[src/rtl/bcd_scan_counter_if.sv]
// Control and display bus of the BCD scan counter: count controls in, count/scan outputs back.
// The master drives tick/up/clear; the slave (the counter) returns registered count and scan outputs.
interface bcd_scan_counter_if #(
  parameter int DIGITS = 4
);
  logic                  tick;
  logic                  up;
  logic                  clear;
  logic [4*DIGITS-1:0]   count;
  logic [3:0]            bcd;
  logic [DIGITS-1:0]     an;
  logic                  blank;
  logic                  carry;

  modport master (
    output tick, up, clear,
    input  count, bcd, an, blank, carry
  );

  modport slave (
    input  tick, up, clear,
    output count, bcd, an, blank, carry
  );
endinterface

[src/rtl/bcd_scan_counter.sv]
// Multi-digit BCD up/down counter with free-running digit scanner and leading-zero blanking.
// count/carry one cycle after tick/clear; scan outputs one cycle after the count/index they show.
module bcd_scan_counter #(
  parameter int DIGITS   = 4,
  parameter int SCAN_DIV = 1000
) (
  input  logic                 clk,
  input  logic                 rst,
  bcd_scan_counter_if.slave    bus
);

  localparam int DW = (SCAN_DIV > 1) ? $clog2(SCAN_DIV) : 1;
  localparam int IW = (DIGITS > 1) ? $clog2(DIGITS) : 1;
  localparam logic [DIGITS-1:0] AN_RST = ~DIGITS'(1);

  logic [4*DIGITS-1:0] count_q, count_d;
  logic                carry_q, carry_d;
  logic [DW-1:0]       div_q, div_d;
  logic [IW-1:0]       idx_q, idx_d;
  logic [3:0]          bcd_q, bcd_d;
  logic [DIGITS-1:0]   an_q, an_d;
  logic                blank_q, blank_d;

  logic                ripple;
  logic [3:0]          dig;

  // Digit k (k>0) is a leading zero when it and every more significant digit are zero.
  function automatic logic lead_zero(input logic [4*DIGITS-1:0] c, input int k);
    logic nz;
    nz = 1'b0;
    for (int j = 0; j < DIGITS; j++) begin
      if (j >= k && c[4*j +: 4] != 4'd0) nz = 1'b1;
    end
    return (k != 0) && !nz;
  endfunction

  always_comb begin
    count_d = count_q;
    carry_d = 1'b0;
    ripple  = 1'b1;
    dig     = 4'd0;
    if (bus.clear) begin
      count_d = '0;
    end else if (bus.tick) begin
      // The step propagates upward only while each digit rolls over.
      for (int k = 0; k < DIGITS; k++) begin
        dig = count_q[4*k +: 4];
        if (ripple) begin
          if (bus.up) begin
            if (dig == 4'd9) begin
              count_d[4*k +: 4] = 4'd0;
            end else begin
              count_d[4*k +: 4] = dig + 4'd1;
              ripple            = 1'b0;
            end
          end else begin
            if (dig == 4'd0) begin
              count_d[4*k +: 4] = 4'd9;
            end else begin
              count_d[4*k +: 4] = dig - 4'd1;
              ripple            = 1'b0;
            end
          end
        end
      end
      carry_d = ripple;
    end
  end

  always_comb begin
    div_d = div_q + DW'(1);
    idx_d = idx_q;
    if (div_q == DW'(SCAN_DIV - 1)) begin
      div_d = '0;
      idx_d = (idx_q == IW'(DIGITS - 1)) ? '0 : idx_q + IW'(1);
    end
  end

  always_comb begin
    bcd_d   = 4'd0;
    an_d    = '1;
    blank_d = 1'b0;
    for (int k = 0; k < DIGITS; k++) begin
      if (idx_q == IW'(k)) begin
        if (lead_zero(count_q, k)) begin
          blank_d = 1'b1;
        end else begin
          bcd_d   = count_q[4*k +: 4];
          an_d[k] = 1'b0;
        end
      end
    end
  end

  always_ff @(posedge clk) begin
    if (rst) begin
      count_q <= '0;
      carry_q <= 1'b0;
      div_q   <= '0;
      idx_q   <= '0;
      bcd_q   <= 4'd0;
      an_q    <= AN_RST;
      blank_q <= 1'b0;
    end else begin
      count_q <= count_d;
      carry_q <= carry_d;
      div_q   <= div_d;
      idx_q   <= idx_d;
      bcd_q   <= bcd_d;
      an_q    <= an_d;
      blank_q <= blank_d;
    end
  end

  assign bus.count = count_q;
  assign bus.carry = carry_q;
  assign bus.bcd   = bcd_q;
  assign bus.an    = an_q;
  assign bus.blank = blank_q;

endmodule
[src/flat_wrapper.sv]
// flat-port wrapper written by rule: the top's interface ports become plain ports
module bcd_scan_counter_flat 
#(
  parameter int DIGITS   = 4,
  parameter int SCAN_DIV = 1000
)
  (clk, rst, bus_tick, bus_up, bus_clear, bus_count, bus_bcd, bus_an, bus_blank, bus_carry);
  bcd_scan_counter_if #(.DIGITS(DIGITS)) bus_i ();
  input  logic clk;
  input  logic rst;
  input wire logic [$bits(bus_i.tick)-1:0] bus_tick;
  input wire logic [$bits(bus_i.up)-1:0] bus_up;
  input wire logic [$bits(bus_i.clear)-1:0] bus_clear;
  output wire logic [$bits(bus_i.count)-1:0] bus_count;
  output wire logic [$bits(bus_i.bcd)-1:0] bus_bcd;
  output wire logic [$bits(bus_i.an)-1:0] bus_an;
  output wire logic [$bits(bus_i.blank)-1:0] bus_blank;
  output wire logic [$bits(bus_i.carry)-1:0] bus_carry;
  assign bus_i.tick = bus_tick;
  assign bus_i.up = bus_up;
  assign bus_i.clear = bus_clear;
  assign bus_count = bus_i.count;
  assign bus_bcd = bus_i.bcd;
  assign bus_an = bus_i.an;
  assign bus_blank = bus_i.blank;
  assign bus_carry = bus_i.carry;
  bcd_scan_counter #(.DIGITS(DIGITS), .SCAN_DIV(SCAN_DIV)) u_core (.clk(clk), .rst(rst), .bus(bus_i));
endmodule
[config.mk]
export PLATFORM = sky130hd
export DESIGN_NAME = bcd_scan_counter_flat
export DESIGN_NICKNAME = d
export VERILOG_FILES = /design/src/rtl/bcd_scan_counter_if.sv /design/src/rtl/bcd_scan_counter.sv /design/src/flat_wrapper.sv
export SDC_FILE = /design/constraint.sdc
export NUM_CORES = 1
export LEC_CHECK = 0
export ABC_AREA = 1
export BUFFER_PORTS_ARGS = -buffer_cell sky130_fd_sc_hd__buf_4
export CORE_MARGIN = 5
export CORE_UTILIZATION = 30
export DETAILED_ROUTE_END_ITERATION = 10
export GPL_TIMING_DRIVEN = 0
export SLEW_MARGIN = 10
export SYNTH_ARGS = -nofsm -noshare
export SYNTH_HDL_FRONTEND = slang
export SYNTH_SLANG_ARGS = --single-unit
[constraint.sdc]
create_clock -name clk -period 1.84 [get_ports clk]
set_clock_uncertainty 0.2 [all_clocks]
set_input_delay 0.368 -clock clk [delete_from_list [all_inputs] [get_ports clk]]
set_output_delay 0.368 -clock clk [all_outputs]
set_load 0.01 [all_outputs]
==> results.ini <==
[sta]
maxSlewViolCount=0
slew_headroom=0.6349
rsz0062_at_grt=true
setup_violations=0
hold_viol_final=0
fmax_mhz=580.9
fin_setup_tns_ns=0
fin_crit_sh=0.9356
whs_ns=0.1681
min_period_ns=1.721
fin_ws_ns=0.1185
tightestPinTransition_ns=0.5476

[synth]
synth.cell_area_mm2=0.002142
ys_warn_count=0
synth_async_sr_flop_share=0
syn-num-nets=332
synth_edf_count=0
ys_seq_area_frac=0.3551
synth-seq-cells=38
ys.flop_type=dfxtp_1
ys_types=34
syn-instance-count=322
synth_area_per_cell_um2=6.652

[worst_setup_path]
crit_top_cell=nand2_1
critical_path_class=reg2reg
cp.buffers_inverters=1
crit_chain=nor2_2 -> nand2_2 -> o21ai_4 -> nand3_4 -> inv_6 -> nand2_8 -> nor2_8 -> nand2_1 -> nand2_1 -> nor2_1
crit_family=simple AND/OR/NAND/NOR gates
arrival_ns=1.71
slowest_stage=dfxtp_1
worstPathMaxFanout=10
cp.required_ns=1.82
critical_path.startpoint_type=flip-flop
endpoint_kind=flip-flop
critPathMaxStageDelay_ns=0.39

[grt]
grt_pass1_wl_um=9059
grt_usage=0.1262
grt_max_degree=12
globalRoute.totalOverflow=0
antenna_found_initial=0
grt_pass1_vias=2013

[detailed_routing]
antenna_left=0
num_vias=2079
dr.pass1.iters=4
routed_wl_um=5236
viasPerCell=4.569
drc_errors=0
drtIter0Drc=68
wl_per_cell_um=11.51

[power]
p_per_area_mw_per_mm2=675.0
total_power_uw=1791
leakage_uw=0.001185
peakVddDrop_mv=0.2916

[floorplanning]
ioPinCount=31
num_rows=30
start_util=0.3118
die_area_mm2=0.008930
die_h_um=94.50
coreArea_mm2=0.006869
fp.dieW_um=94.50

[finish]
area_delta_synth_final_pct=23.89
antennaDiodeCount=0
multiInputGateArea_mm2=0.001216
final_net_count=369
seq_area_um2=777.0
fill_cells=747
final_core_util=0.3863
drive_gt1_frac=0.2312

[status]
status=finished clean

[cts]
cts_made_buffers=5
cts_max_level=2
clkLatencyLatePin_ns=0.29
hold_buffers=0
cts_tree=done
cts.sinks=38
clk_path_buf_depth=2
clk_pin_slew_ns=0.07
cts_root_buffer=clkbuf_8

[placement]
gp_congestion=0.8535
place_ws_ns=-0.1437
hpwl_um=3995
portBuffers=29

[worst_hold_path]
hold_path_class=in2reg

[job]
drv_cap=0

metrics by stage:
step	cells	instance area [µm²]
2_1_floorplan	322	2142
3_3_place_gp	447	2480
3_5_place_dp	447	2480
4_1_cts	454	2592
5_1_grt	455	2654
6_report	455	2654
cells in the mapped netlist, types with 2 or more instances:
library cell	instances	area share
a21oi_2	4	0.016
nor3_1	5	0.012
inv_2	5	0.0088
nand3_1	16	0.037
nor3b_1	2	0.0070
nand2_1	90	0.16
clkbuf_1	3	0.0053
xor2_1	4	0.016
nand2_2	3	0.0088
o211ai_1	4	0.014
o21ai_0	29	0.068
a31oi_1	2	0.0058
nor2_1	32	0.056
nand4_1	2	0.0058
dfxtp_1	38	0.36
a21oi_1	18	0.042
inv_1	42	0.074
ha_1	5	0.029
nor2_2	3	0.0088
worst reg2reg max path, cell delays in order (launching register included):
cell	delay, ns
dfxtp_1	0.39
nor2_2	0.17
nand2_2	0.08
o21ai_4	0.16
nand3_4	0.14
inv_6	0.11
nand2_8	0.08
nor2_8	0.13
nand2_1	0.07
nand2_1	0.05
nor2_1	0.04
sequential cells by signal, indices dropped and copies added, names as in the netlist:
name	cells
u_core.bus.blank	1
u_core.div_q	10
u_core.bus.count	16
u_core.bus.carry	1
u_core.bus.an	4
u_core.idx_q	2
u_core.bus.bcd	4
routing by layer:
layer	share of wire	up-vias	GRT usage
met5	0	-	0
met4	0.028	0	0.04808
met3	0.042	13	0.03187
met2	0.45	39	0.2074
met1	0.48	920	0.1588
li1	-	1107	-
where the power goes:
group / switching (µW) / leakage [µW] / internal [µW] / total [µW]
Combinational: 135 / 0.000814 / 75.8 / 211
Sequential: 22.2 / 0.000313 / 840 / 863
Clock: 285 / 0.0000573 / 434 / 718
Total: 442 / 0.00118 / 1350 / 1790
cell type report:
| type | instances | area share |
|---|---|---|
| Inverter | 48 | 0.06978 |
| Clock inverter | 1 | 0.01132 |
| Tap cell | 96 | 0.04526 |
| Sequential cell | 38 | 0.2928 |
| Clock buffer | 6 | 0.03112 |
| Timing Repair Buffer | 30 | 0.08487 |
| Multi-Input combinational cell | 232 | 0.4583 |
| Buffer | 4 | 0.006601 |
cells in the final DEF, fill, tap and decap left out, types with 2 or more instances in the layout:
cell type	n
dfxtp_2	10
clkbuf_8	6
inv_1	42
nor3b_1	2
o21ai_0	28
a31oi_1	2
a21oi_1	18
nand4_1	2
o21ai_1	2
nor2_1	26
clkbuf_1	2
buf_4	30
xor2_1	4
nand2_1	86
o211ai_1	4
a21oi_2	4
nor3_1	5
dfxtp_1	27
nor2_2	8
nand3_1	16
nand2_2	7
ha_1	5
inv_2	5
final timing paths:
kind                            start              endpoint  slack, ns  depth (start not counted)
hold / removal               bus_tick   u_core.bus.count[1]       0.17                          3
hold reg to reg       u_core.div_q[0]       u_core.div_q[0]       0.26                          1
setup / recovery  u_core.bus.count[2]  u_core.bus.count[14]       0.12                         10
setup reg to reg  u_core.bus.count[2]  u_core.bus.count[14]       0.12                         10
logic make-up after synthesis:
family | count (synthesis) | synth area share
DFF | 38 | 0.3551
AOI/OAI and AO/OA | 64 | 0.1747
xor gates and xnor gates | 4 | 0.01635
adders and majority gates | 5 | 0.02921
buffers and inverters | 52 | 0.09404
and+or+nand+nor | 159 | 0.3306
timing repair:
action / in CTS / in global routing
buffers inserted: 0 / 1
setup endpoints to repair: 0 / 14
endpoints found under the hold margin: 0 / 0
resized for setup: 0 / 27
(Power assumes the default switching activity.)
